==> src/rtl/serial_sub_pkg.sv <==
// Shared types and helpers for the bit-serial subtractor.
// The optional signed-overflow flag is enabled with SERIAL_SUB_OVF_EN.
package serial_sub_pkg;

    typedef enum logic [1:0] {
        IDLE  = 2'd0,
        SHIFT = 2'd1,
        DONE  = 2'd2
    } state_e;

    // Ceiling log2, used to size the bit counter.
    function automatic int unsigned clog2(input int unsigned value);
        int unsigned result;
        int unsigned v;
        result = 0;
        v      = 1;
        while (v < value) begin
            v      = v << 1;
            result = result + 1;
        end
        return result;
    endfunction

endpackage : serial_sub_pkg

==> src/rtl/full_subtractor.sv <==
// One-bit full subtractor cell: d = a - b - bin, with the borrow out.
module full_subtractor (
    input  logic a,
    input  logic b,
    input  logic bin,
    output logic d,
    output logic bout
);

    always_comb begin
        d    = a ^ b ^ bin;
        bout = (~a & b) | (~(a ^ b) & bin);
    end

endmodule : full_subtractor

==> src/rtl/serial_subtractor.sv <==
// Bit-serial ripple-borrow subtractor, a - b - borrow_in, LSB first.
// Optional signed overflow output enabled with SERIAL_SUB_OVF_EN.
module serial_subtractor
    import serial_sub_pkg::*;
#(
    parameter int unsigned WIDTH = 4
) (
    input  logic             clk,
    input  logic             reset,
    input  logic             start,
    input  logic [WIDTH-1:0] a,
    input  logic [WIDTH-1:0] b,
    input  logic             borrow_in,
    output logic [WIDTH-1:0] diff,
    output logic             borrow_out,
    output logic             busy,
    output logic             done
`ifdef SERIAL_SUB_OVF_EN
    ,
    output logic             overflow
`endif
);

    localparam int unsigned CNT_W = (clog2(WIDTH) < 1) ? 1 : clog2(WIDTH);

    state_e             state_q, state_d;
    logic [WIDTH-1:0]   a_sh_q, a_sh_d;
    logic [WIDTH-1:0]   b_sh_q, b_sh_d;
    logic [WIDTH-1:0]   res_q, res_d;
    logic               br_q, br_d;
    logic [CNT_W-1:0]   cnt_q, cnt_d;
    logic [WIDTH-1:0]   diff_q, diff_d;
    logic               borrow_out_q, borrow_out_d;
    logic               busy_q, busy_d;
    logic               done_q, done_d;

    logic               fs_d;
    logic               fs_bout;

`ifdef SERIAL_SUB_OVF_EN
    logic               a_msb_q, a_msb_d;
    logic               b_msb_q, b_msb_d;
    logic               overflow_q, overflow_d;
`endif

    full_subtractor u_fs (
        .a    (a_sh_q[0]),
        .b    (b_sh_q[0]),
        .bin  (br_q),
        .d    (fs_d),
        .bout (fs_bout)
    );

    // Next-state and datapath; busy/done are decoded from the next state so they are registered.
    always_comb begin
        state_d      = state_q;
        a_sh_d       = a_sh_q;
        b_sh_d       = b_sh_q;
        res_d        = res_q;
        br_d         = br_q;
        cnt_d        = cnt_q;
        diff_d       = diff_q;
        borrow_out_d = borrow_out_q;
        busy_d       = 1'b0;
        done_d       = 1'b0;
`ifdef SERIAL_SUB_OVF_EN
        a_msb_d      = a_msb_q;
        b_msb_d      = b_msb_q;
        overflow_d   = overflow_q;
`endif

        unique case (state_q)
            IDLE: begin
                if (start) begin
                    a_sh_d  = a;
                    b_sh_d  = b;
                    br_d    = borrow_in;
                    cnt_d   = '0;
`ifdef SERIAL_SUB_OVF_EN
                    a_msb_d = a[WIDTH-1];
                    b_msb_d = b[WIDTH-1];
`endif
                    state_d = SHIFT;
                    busy_d  = 1'b1;
                end
            end

            SHIFT: begin
                a_sh_d = a_sh_q >> 1;
                b_sh_d = b_sh_q >> 1;
                br_d   = fs_bout;
                res_d  = {fs_d, res_q[WIDTH-1:1]};
                cnt_d  = cnt_q + CNT_W'(1);
                if (cnt_q == CNT_W'(WIDTH - 1)) begin
                    state_d      = DONE;
                    done_d       = 1'b1;
                    diff_d       = {fs_d, res_q[WIDTH-1:1]};
                    borrow_out_d = fs_bout;
`ifdef SERIAL_SUB_OVF_EN
                    // Final d is the result MSB.
                    overflow_d   = (a_msb_q != b_msb_q) && (fs_d != a_msb_q);
`endif
                end else begin
                    busy_d = 1'b1;
                end
            end

            DONE: begin
                state_d = IDLE;
            end

            default: begin
                state_d = IDLE;
            end
        endcase
    end

    // State and datapath registers; reset aborts any operation in flight.
    always_ff @(posedge clk) begin
        if (reset) begin
            state_q      <= IDLE;
            a_sh_q       <= '0;
            b_sh_q       <= '0;
            res_q        <= '0;
            br_q         <= 1'b0;
            cnt_q        <= '0;
            diff_q       <= '0;
            borrow_out_q <= 1'b0;
            busy_q       <= 1'b0;
            done_q       <= 1'b0;
`ifdef SERIAL_SUB_OVF_EN
            a_msb_q      <= 1'b0;
            b_msb_q      <= 1'b0;
            overflow_q   <= 1'b0;
`endif
        end else begin
            state_q      <= state_d;
            a_sh_q       <= a_sh_d;
            b_sh_q       <= b_sh_d;
            res_q        <= res_d;
            br_q         <= br_d;
            cnt_q        <= cnt_d;
            diff_q       <= diff_d;
            borrow_out_q <= borrow_out_d;
            busy_q       <= busy_d;
            done_q       <= done_d;
`ifdef SERIAL_SUB_OVF_EN
            a_msb_q      <= a_msb_d;
            b_msb_q      <= b_msb_d;
            overflow_q   <= overflow_d;
`endif
        end
    end

    assign diff       = diff_q;
    assign borrow_out = borrow_out_q;
    assign busy       = busy_q;
    assign done       = done_q;
`ifdef SERIAL_SUB_OVF_EN
    assign overflow   = overflow_q;
`endif

endmodule : serial_subtractor

==> config.mk <==
export PLATFORM = sky130hd
export DESIGN_NAME = serial_subtractor
export DESIGN_NICKNAME = d
export VERILOG_FILES = /design/src/rtl/serial_sub_pkg.sv /design/src/rtl/full_subtractor.sv /design/src/rtl/serial_subtractor.sv
export SDC_FILE = /design/constraint.sdc
export NUM_CORES = 1
export LEC_CHECK = 0
export BUFFER_PORTS_ARGS = -buffer_cell sky130_fd_sc_hd__buf_4
export CAP_MARGIN = 20
export CORE_UTILIZATION = 56
export CTS_CLUSTER_SIZE = 8
export DETAILED_ROUTE_END_ITERATION = 10
export PLACE_DENSITY_LB_ADDON = 0.25
export SLEW_MARGIN = 5
export SYNTH_ARGS = -nofsm -noshare
export SYNTH_HDL_FRONTEND = slang
export SYNTH_SLANG_ARGS = --single-unit
export TNS_END_PERCENT = 30
==> constraint.sdc <==
create_clock -name clk -period 1.73 [get_ports clk]
set_input_delay 0.346 -clock clk [delete_from_list [all_inputs] [get_ports clk]]
set_output_delay 0.346 -clock clk [all_outputs]
set_load 0.01 [all_outputs]
* After elaboration in Yosys (flattened, before gate mapping)
Index checks and enable logic that the tools add are counted.
Word-level totals: word-level logic and storage cells 44, register bits after elaboration 24, input port bits 12, output and inout bits 7
Cells by class: add/subtract/negate cells 1, bitwise operators 8, mux-type cells 15, equal/unequal tests 4, reduce and logical (&&, ||, !) cells 6
Operators by type and width (number):
- $pmux 4 s2 | 2
- $mux 4 | 2
- $pmux 2 s2 | 2
- $mux 2 | 3
- $reduce_and 2->1 | 3
- $mux 1 | 4
- $ne 2x2->1 const B | 2
- $pmux 1 s2 | 2
- $not 1->1 | 3
- $add 2x1->2 const B | 1
- $and 1x1->1 | 2
- $eq 2x1->1 const B | 1
- $eq 2x2->1 const B | 1
- $logic_not 2->1 | 1
- $reduce_bool 2->1 | 1
- $reduce_or 2->1 | 1
- $xor 1x1->1 | 2
- $or 1x1->1 | 1

* Depth between registers and ports, before layout
Gate-level depths: netlist of the first run.
depth in word-level cells 5, depth in mapped cells 5, depth with buffers taken out 5

* Hierarchy
From an unflattened synthesis of the first run, not the netlist that was laid out.
Unflattened totals: cell total of the unflattened synthesis 97, area total of the unflattened synthesis 925.9 um^2
Modules (own cells, without submodules):
- serial_subtractor | cells each 93, area an instance 894.6 um^2, sequential area each 460.4 um^2, instances 1
- full_subtractor | cells each 4, area an instance 31.3 um^2, sequential area each 0.0 um^2, instances 1

* Least setup slack after synthesis of the first run
OpenSTA, ideal clock, no wires.
path type input port to flip-flop, start point in start, end point reg a_sh_q[3], path buffers 2, path slack 0.583 ns, stages on the path 5, library setup time 0.070 ns, arrival 1.078 ns, required time 1.660 ns, cells stage by stage buf_6 > nand2b_4 > buf_6 > or3b_1 > a21oi_1
Between the ends: longest elaborated chain between the ends 2
RTL lines:
- start, declared | RTL line serial_subtractor.sv:10 | input logic start,
- $ne 2x2->1 (no line)
- $reduce_and 2->1 (no line)
- end signal, assigned | RTL line serial_subtractor.sv:138 | a_sh_q <= a_sh_d;
- end, declared | RTL line serial_subtractor.sv:27 | logic [WIDTH-1:0] a_sh_q, a_sh_d;
No other way between the ends. A chain may end at the register's enable or synchronous reset.

* Worst setup path after layout of the first run
start point reg state_q[1], end point reg a_sh_q[1]
Between the ends: longest elaborated chain between the ends 3, elaborated cells between the ends (all ways) 6, classes of those cells 2 x eq/ne; 1 x mux; 3 x reduce/logical
RTL lines:
- start, declared | RTL line serial_subtractor.sv:26 | state_e state_q, state_d;
- start signal, assigned | RTL line serial_subtractor.sv:137 | state_q <= state_d;
- $eq 2x1->1 or $logic_not 2->1 (tied branches) | RTL line serial_subtractor.sv:72 | unique case (state_q)
- $reduce_bool 2->1 (no line) or $ne 2x2->1 (tied branches)
- $reduce_and 2->1 (no line)
Parallel ways exist; a longest one is shown, timed or not.

==> results.py, run 1 <==
metrics = {
    "outcome": {
        "status": "finished clean",
    },
    "sta": {
        "finalMaxSlewViolations": 0,
        "min_period_ns": 1.39,
        "fmax_ghz": 0.720,
        "setup_slack_ns": 0.341,
        "worst_pin_slew_ns": 0.448,
        "finalHoldViolCount": 0,
        "post-route-period-util_pct": 80.3,
        "setup_violations": 0,
        "skew_ns": 0.00795,
        "tns_ns": 0,
        "rsz0062_at_grt": "no",
        "relSlewSlack_pct": 70.1,
    },
    "setup_path": {
        "critPathArrivalTime_ns": 1.61,
        "critPathCapture": "a_sh_q[1]",
        "critPathLaunchType": "flip-flop",
        "critPathBufInv": 0,
        "reg2reg_slack_ns": 0.34,
        "cp_slowest_stage_delay_ns": 0.62,
        "cp_max_fo": 15,
        "crit_chain": "nand2b_1 -> nor2_1 -> nor4_1",
        "path_class": "reg2reg",
        "cp.required_ns": 1.96,
        "r2r.worst_path.cells": 3,
        "cp-startpoint": "state_q[1]",
        "cp.depth": 3,
        "crit_slowest_cell": "dfxtp_1",
        "r2r_start": "state_q[1]",
        "timing.rr.end": "a_sh_q[1]",
        "cp_top_family": "simple AND/OR/NAND/NOR gates",
        "endpoint_kind": "flip-flop",
    },
    "place": {
        "io_buffer_count": 18,
        "gp_congestion": 0.768,
        "place_hpwl_mm": 1.30,
        "pre_cts_slack_ns": 0.412,
        "place_area_um2": 1100,
    },
    "clocking": {
        "hold_buffers": 0,
        "postCtsResizedCells": 0,
        "clockBufferDepth": 2,
        "cts_buffers": 3,
        "cts_setup_buffers": 0,
        "clk_pin_slew_worst_paths_ns": 0.12,
        "clk-insertion-delay-late_ns": 0.31,
        "cts_tree": "done",
        "htreeDepth": 1,
        "cts.sinks": 23,
        "cts-root-buf": "clkbuf_4",
    },
    "cells_and_area": {
        "fin_area_um2": 1120,
        "fill_cells": 146,
        "drive_above_1_share_pct": 26.4,
        "syn_to_final_growth_pct": 13.2,
        "mostFrequentLayoutCell": "dfxtp_1",
        "nNetsFinal": 140,
        "diodes": 0,
        "mostFrequentLayoutCells": "dfxtp_1, buf_4, a21oi_1",
    },
    "floorplanning": {
        "rows": 14,
        "die_w_um": 44.1,
        "die-area_um2": 1950,
        "die_h_um": 44.1,
        "core-area_um2": 1580,
        "ios": 19,
        "initial_core_util_pct": 63.0,
    },
    "synthesis": {
        "postSynthCellCount": 110,
        "synth_fp_nets": 124,
        "synth_seq_cells": 23,
        "netlist_area_um2": 993,
        "yosys_warnings": 0,
        "ys_seq_area_share_pct": 46.3,
        "syn_avg_cell_area_um2": 9.03,
        "synthArstFlopShare_pct": 0,
        "synth_ff_type": "dfxtp_1",
        "synth-edff-count": 0,
        "synth_cell_type_count": 26,
    },
    "pwr": {
        "total_power_uw": 958,
        "cellPowerDensity_nw_per_um2": 851,
        "p_leak_uw": 0.000451,
        "ir_drop_uv": 577,
    },
    "drt": {
        "wl_per_cell_um": 13.1,
        "drtAntennaViolNets": 0,
        "firstDrtPassIters": 6,
        "met1_length_um": 943,
        "wl_met3_um": 70,
        "route.detailed.drc": 0,
        "vias": 811,
        "vias_per_cell": 5.75,
        "wl_mm": 1.85,
        "drt_iter0_markers": 18,
        "routed.top_layer": "met4",
        "dr_wl_met2_um": 817,
    },
    "global_routing": {
        "grt_pass1_wl_mm": 3.00,
        "grt_pass1_vias": 685,
        "grt_usage_pct": 20.9,
        "grt_max_degree": 24,
        "antenna_found_initial": 0,
        "grt-ovfl-total": 0,
    },
    "job": {
        "max_cap_viol_count": 0,
    },
    "min_path": {
        "hold_class": "in2reg",
    },
}
[worst min path at each step]
stage | end | start | slack, ns | cells past startpoint
floorplan | res_q[1] | res_q[1] | 0.43 | 2
global placement | diff[1] | diff[1] | 0.45 | 2
detailed placement | diff[1] | diff[1] | 0.45 | 2
CTS | done | reset | 0.36 | 2
global route | state_q[1] | reset | 0.36 | 2
finish | b_sh_q[3] | b[3] | 0.36 | 3
[power breakdown]
group	internal (uW)	switching [uW]	total (uW)	leakage, uW
Combinational	67.5	66.4	134	0.000247
Clock	90.2	157	247	0.0000150
Sequential	557	19.5	577	0.000188
Total	715	243	958	0.000451
[synthesized netlist by cell type (3+ instances only)]
library cell | n | area share, %
dfxtp_1 | 23 | 46
a21oi_1 | 16 | 8.1
nand2_1 | 12 | 4.5
nor2_1 | 9 | 3.4
inv_1 | 6 | 2.3
buf_2 | 5 | 2.5
nor3_1 | 5 | 2.5
nand3_1 | 4 | 2.0
o221a_2 | 4 | 4.5
o22a_2 | 4 | 4.0
o21ai_0 | 3 | 1.5
or3b_1 | 3 | 2.6
[metrics by stage]
| step | hold slack [ns] | util [%] | instances |
|---|---|---|---|
| final | 0.364 | 71.3 | 141 |
| after global routing | 0.363 | 71.3 | 141 |
| after CTS | 0.357 | 71.3 | 141 |
| after detailed placement | 0.449 | 69.7 | 137 |
| after global placement | 0.446 | 69.7 | 137 |
| after floorplan | 0.434 | - | 110 |
[flip-flops by register name, summed over array words and instances (netlist names)]
name        flops
state_q         2
busy            1
borrow_out      1
cnt_q           2
res_q           3
b_sh_q          4
br_q            1
a_sh_q          4
done            1
diff            4
[per-layer routing]
layer  vias up  GRT usage [%]
li1        417              -
met2        14           32.4
met5         -              0
met1       376           28.0
met4         0           7.27
met3         4           6.12
[cell families after synthesis]
group                      share of synthesized area [%]
and+or+nand+nor                                     19.8
AOI/OAI and AO/OA                                   20.8
DFF                                                 46.3
buffers and inverters                               8.81
adders and majority gates                           3.27
muxes                                               1.01
[cell type report]
cell class | instances | area (um2) | share of cell area [%]
Inverter | 6 | 22.5 | 2.00
Clock buffer | 4 | 26.3 | 2.34
Multi-Input combinational cell | 72 | 445 | 39.6
Tap cell | 16 | 20.0 | 1.78
Sequential cell | 23 | 460 | 40.9
Timing Repair Buffer | 20 | 150 | 13.3
[worst register-to-register path, stage by stage (launching register included)]
cell and delay (ns):
dfxtp_1 0.62, nand2b_1 0.40, nor2_1 0.07, nor4_1 0.22
Note: power is estimated with default switching activity, not from simulation.
==> run 2, diff against run 1 <==
Settings changed: ABC_AREA set to 1, CORE_UTILIZATION 56 to 47.
Clock period 1.73 ns to 1.2 ns, I/O delays scaled along.
==> run 2 against run 1 <==
Net effect:
- final cell count increased by 36%
- total power rose by 46%
- via count rose by 7.3%
- fmax grew 16%
- sequential share of layout area is 2.5 points lower
- non-clock buffer count rose by 4
- clock power grew 49%
- count of clock-buffer cells in the layout decreased by 1
- register-to-register slack got worse by 0.34 ns
- die area grew 19%
- clock skew down 0.0044 ns
- hold slack got worse by 0.19 ns
- largest cell class unchanged
==> results.py, run 2 <==
metrics = {
    "pwr": {
        "p_leak_uw": 0.000606,
        "combPwrFrac_pct": 14.7,
        "switching_share_pct": 26.8,
        "total_power_uw": 1400,
        "cellPowerDensity_nw_per_um2": 1160,
        "p_sw_uw": 375,
        "power.share.sequential_pct": 58.9,
        "p_clk_share_pct": 26.4,
        "p_int_uw": 1020,
        "ir_drop_uv": 664,
    },
    "cells_and_area": {
        "fill_cells": 197,
        "syn_to_final_growth_pct": 20.4,
        "diodes": 0,
        "mostFrequentLayoutCells": "nor2_1, buf_4, nand2_1",
        "drive_above_1_share_pct": 24.2,
        "mostFrequentLayoutCell": "nor2_1",
        "nNetsFinal": 180,
        "final_core_util_pct": 60.7,
    },
    "sta": {
        "whs_ns": 0.174,
        "setup_violations": 0,
        "worst_pin_slew_ns": 0.395,
        "min_period_ns": 1.20,
        "rsz0062_at_grt": "yes",
        "finalMaxSlewViolations": 0,
        "finalHoldViolCount": 0,
        "setup_slack_ns": 0.00253,
        "skew_ns": 0.00354,
        "tns_ns": 0,
        "post-route-period-util_pct": 99.8,
        "relSlewSlack_pct": 73.5,
        "fmax_ghz": 0.835,
    },
    "drt": {
        "vias_per_cell": 4.53,
        "route.detailed.drc": 0,
        "wl_per_cell_um": 9.30,
        "firstDrtPassIters": 4,
        "drt_iter0_markers": 15,
        "drtAntennaViolNets": 0,
        "wl_mm": 1.79,
        "vias": 870,
    },
    "synthesis": {
        "netlist_top_cells_area": "dfxtp_1, nor2_1, nand2_1",
        "synth-edff-count": 0,
        "synth_fp_nets": 157,
        "synth_cell_type_count": 16,
        "synth_ff_type": "dfxtp_1",
        "synthMostInstantiatedCell": "nor2_1",
        "yosys_warnings": 0,
        "postSynthCellCount": 143,
        "synth_seq_cells": 23,
        "ys_top_cells_by_count": "nor2_1, nand2_1, dfxtp_1, inv_1, o21ai_0",
        "yosysTopAreaCellShare_pct": 46.1,
        "ys_seq_area_share_pct": 46.1,
        "synthArstFlopShare_pct": 0,
        "netlist_area_um2": 1000,
        "syn_avg_cell_area_um2": 6.99,
        "synth_top_cell_by_area": "dfxtp_1",
    },
    "setup_path": {
        "path_class": "reg2reg",
        "crit_slowest_cell": "fa_1",
        "crit_chain": "inv_2 -> fa_1 -> buf_4 -> nand2_2 -> nand2_1",
        "critPathLaunchType": "flip-flop",
        "critPathArrivalTime_ns": 1.43,
        "cp_max_fo": 2,
        "cp.required_ns": 1.44,
        "endpoint_kind": "flip-flop",
        "cp_slowest_stage_delay_ns": 0.48,
    },
    "clocking": {
        "htreeDepth": 1,
        "clockBufferDepth": 2,
        "cts-root-buf": "clkbuf_4",
        "cts_buffers": 3,
        "clk-insertion-delay-late_ns": 0.32,
        "cts.sinks": 23,
        "cts_tree": "done",
        "hold_buffers": 0,
        "clk_pin_slew_worst_paths_ns": 0.13,
    },
    "floorplanning": {
        "rows": 16,
        "ios": 19,
        "die_h_um": 48.1,
        "core-area_um2": 1980,
        "initial_core_util_pct": 50.4,
        "die_w_um": 48.1,
        "die-area_um2": 2320,
    },
    "job": {
        "max_cap_viol_count": 0,
    },
    "global_routing": {
        "grt_pass1_vias": 669,
        "grt_usage_pct": 17.1,
        "grt_max_degree": 14,
        "grt_pass1_wl_mm": 2.75,
        "antenna_found_initial": 0,
        "grt-ovfl-total": 0,
    },
    "place": {
        "gp_congestion": 0.659,
        "io_buffer_count": 18,
        "pre_cts_slack_ns": 0.0225,
        "place_hpwl_mm": 1.25,
    },
    "min_path": {
        "hold_class": "in2reg",
    },
    "outcome": {
        "status": "finished clean",
    },
}
==> run 2: cell types whose count changed in the layout (fill, tap and decap cells not counted), moves of 4 or more <==
cell | before | now
nor3_1 | 5 | 0
o22a_2 | 4 | 0
nand2_1 | 12 | 23
nand2_2 | 0 | 5
o21ai_0 | 3 | 9
buf_4 | 20 | 24
nor2_1 | 9 | 37
a21oi_1 | 16 | 6
o221a_2 | 4 | 0
inv_1 | 6 | 19
==> run 2: routing by layer <==
layer | share of wire [%] | vias to the layer above | global-route usage, %
met4 | 1.1 | 0 | 8.33
met1 | 48 | 381 | 22.9
met2 | 48 | 14 | 26.5
li1 | - | 472 | -
met3 | 2.6 | 3 | 3.33
met5 | 0 | - | 0
==> run 2: power groups by stage <==
stage	clock, uW	combinational (uW)	sequential (uW)
after CTS	384	195	823
final	368	206	823
after global placement	0	189	838
after global routing	405	237	829
after detailed placement	0	194	839
after floorplan	0	141	835
==> run 2: area by class of cell <==
cell class | instances | area, um2 | share of cell area (%)
clock buffers | 3 | 22.5 | 1.87
clock inverters | 1 | 5.00 | 0.416
inverters | 22 | 82.6 | 6.86
multi-input cells | 92 | 417 | 34.6
flip-flops and latches | 23 | 463 | 38.5
well taps | 27 | 33.8 | 2.81
repair buffers | 24 | 180 | 15.0
==> run 2: final timing paths <==
check / start / endpoint / slack (ns) / cells after the start
hold / removal: a[3] / a_sh_q[3] / 0.17 / 3
setup reg to reg: b_sh_q[0] / diff[3] / 0.003 / 5
setup / recovery: b_sh_q[0] / diff[3] / 0.003 / 5
hold reg to reg: cnt_q[0] / cnt_q[0] / 0.48 / 1
==> run 2: critical path, delay by kind of cell (launching register included) <==
kind	cells	cell delay [ns]
buf+inv	2	0.19
fa+ha+maj	1	0.48
simple gates	2	0.10
flops	1	0.35
==> run 2: stage by stage <==
step	cell area, um2	instances
2_1_floorplan	1000	143
3_3_place_gp	1160	187
3_5_place_dp	1160	187
4_1_cts	1190	191
5_1_grt	1200	192
6_report	1200	192
==> run 2: logic make-up (layout without fill, tap and decap cells) <==
group / after synthesis / count (layout) / share of synthesized area, %
AOI/OAI and AO/OA: 18 / 18 / 9.01
adders and majority gates: 2 / 2 / 3.25
DFF: 23 / 23 / 46.1
and+or+nand+nor: 72 / 72 / 28.7
buffers and inverters: 28 / 50 / 13.0
==> run 2: repair_timing <==
item / 4_1_cts / 5_1_grt
setup buffers: 0 / 1
endpoints found under the setup margin: 1 / 6
gates resized for setup: 1 / 5
pin swaps: 0 / 4
==> run 3, diff against run 2 <==
Settings changed: PLACE_DENSITY set to 0.74, PLACE_DENSITY_LB_ADDON 0.25 to unset.
==> run 3 against run 2 <==
Net effect:
- utilization shrank 0.25 points
- sequential share of layout area rose by 0.16 points
- critical path depth down 1
- first-iteration DRC count decreased by 60%
- cell area decreased by 0.42%
- die area did not move
- count of clock-buffer cells in the layout stayed put
==> results.py, run 3 (same netlist as run 2, synthesis figures left out) <==
metrics = {
    "outcome": {
        "status": "finished clean",
    },
    "drt": {
        "wl_mm": 1.82,
        "drtAntennaViolNets": 0,
        "vias_per_cell": 4.55,
        "wl_per_cell_um": 9.46,
        "drt_iter0_markers": 6,
        "vias": 874,
        "firstDrtPassIters": 3,
        "route.detailed.drc": 0,
    },
    "clocking": {
        "cts_setup_buffers": 0,
        "cts_buffers": 3,
        "cts-root-buf": "clkbuf_4",
        "clockBufferDepth": 2,
        "clk_pin_slew_worst_paths_ns": 0.13,
        "cts_tree": "done",
        "cts.sinks": 23,
        "hold_buffers": 0,
        "htreeDepth": 1,
        "clk-insertion-delay-late_ns": 0.31,
    },
    "min_path": {
        "hold_depth": 3,
        "hold_end": "a_sh_q[3]",
        "hold_class": "in2reg",
        "hp-start": "a[3]",
    },
    "sta": {
        "setup_slack_ns": 0.0324,
        "min_period_ns": 1.17,
        "worst_pin_slew_ns": 0.356,
        "post-route-period-util_pct": 97.3,
        "setup_violations": 0,
        "rsz0062_at_grt": "yes",
        "skew_ns": 0.00722,
        "fmax_ghz": 0.856,
        "tns_ns": 0,
        "finalMaxSlewViolations": 0,
        "whs_ns": 0.187,
        "finalHoldViolCount": 0,
        "relSlewSlack_pct": 76.2,
    },
    "cells_and_area": {
        "nNetsFinal": 180,
        "fin_cells": 192,
        "syn_to_final_growth_pct": 19.9,
        "drive_above_1_share_pct": 23.0,
        "diodes": 0,
        "mostFrequentLayoutCells": "nor2_1, nand2_1, buf_4",
        "mostFrequentLayoutCell": "nor2_1",
    },
    "place": {
        "placedCellCount": 188,
        "place_hpwl_mm": 1.46,
        "pre_cts_slack_ns": 0.0226,
        "io_buffer_count": 18,
        "gp_congestion": 0.714,
    },
    "setup_path": {
        "path_class": "reg2reg",
        "r2r.worst_path.cells": 4,
        "reg2reg_slack_ns": 0.03,
        "critPathArrivalTime_ns": 1.42,
        "endpoint_kind": "flip-flop",
        "cp_slowest_stage_delay_ns": 0.57,
        "crit_slowest_cell": "fa_2",
        "crit_chain": "inv_2 -> fa_2 -> o21ai_1 -> a21oi_1",
        "r2r_start": "b_sh_q[0]",
        "timing.rr.end": "res_q[3]",
        "cp_max_fo": 2,
        "critPathLaunchType": "flip-flop",
        "cp.required_ns": 1.45,
    },
    "job": {
        "max_cap_viol_count": 0,
    },
    "floorplanning": {
        "rows": 16,
        "initial_core_util_pct": 50.4,
        "ios": 19,
        "core-area_um2": 1980,
        "die-area_um2": 2320,
        "die_w_um": 48.1,
        "die_h_um": 48.1,
    },
    "pwr": {
        "combPwrFrac_pct": 14.6,
        "p_sw_uw": 356,
        "switching_share_pct": 25.9,
        "p_leak_uw": 0.000604,
        "power.share.sequential_pct": 59.9,
        "p_clk_share_pct": 25.5,
        "p_int_uw": 1020,
        "total_power_uw": 1370,
        "ir_drop_uv": 599,
        "cellPowerDensity_nw_per_um2": 1150,
    },
    "global_routing": {
        "antenna_found_initial": 0,
        "grt_pass1_vias": 724,
        "grt_max_degree": 14,
        "grt_pass1_wl_mm": 2.85,
        "grt-ovfl-total": 0,
        "grt_usage_pct": 17.9,
    },
}
run 3: worst max-delay path by stage:
stage                     startpoint        to  slack (ns)  depth (start not counted)
after floorplan                 br_q  res_q[3]        0.08                          4
after global placement          br_q  res_q[3]        0.07                          4
after detailed placement        br_q  res_q[3]        0.02                          4
after CTS                   cnt_q[0]   diff[2]       0.005                          5
after global routing       b_sh_q[0]  res_q[3]       -0.04                          4
final                      b_sh_q[0]  res_q[3]        0.03                          4
run 3: timing repair:
action                                  4_1_cts  5_1_grt
resized for setup                             1        4
pin swaps                                     0        2
endpoints found under the setup margin        1        7
run 3: power by group through the flow:
stage,Sequential [uW],Combinational (uW),Clock [uW]
4_1_cts,823,203,359
3_3_place_gp,838,194,0
3_5_place_dp,839,202,0
2_1_floorplan,835,141,0
6_report,823,201,350
5_1_grt,829,233,398
run 3: per-layer routing:
| layer | GRT usage, % | share of wire (%) | wire length, um | vias up |
|---|---|---|---|---|
| li1 | - | - | - | 474 |
| met4 | 6.67 | 0 | 0 | 0 |
| met3 | 4.44 | 3.0 | 54 | 0 |
| met5 | 0 | 0 | 0 | - |
| met1 | 23.0 | 48 | 874 | 383 |
| met2 | 29.2 | 49 | 887 | 17 |
run 3: metrics by stage:
step | util, % | cell area (um2)
detailed placement | 58.8 | 1170
floorplan | - | 1000
finish | 60.5 | 1200
global route | 60.5 | 1200
global placement | 58.8 | 1170
CTS | 60.3 | 1190
run 3: cell type report:
class                           instances  area (um2)
Clock buffer                            3        22.5
Clock inverter                          1        5.00
Fill cell                             185         783
Inverter                               22        82.6
Multi-Input combinational cell         92         412
Sequential cell                        23         463
Tap cell                               27        33.8
Timing Repair Buffer                   24         180
run 3: worst max-delay path: cells and delay by family (launching register included):
family | cells | cell delay [ns]
AOI/OAI and AO/OA | 2 | 0.16
adders and majority gates | 1 | 0.57
buffers and inverters | 1 | 0.04
DFF | 1 | 0.34
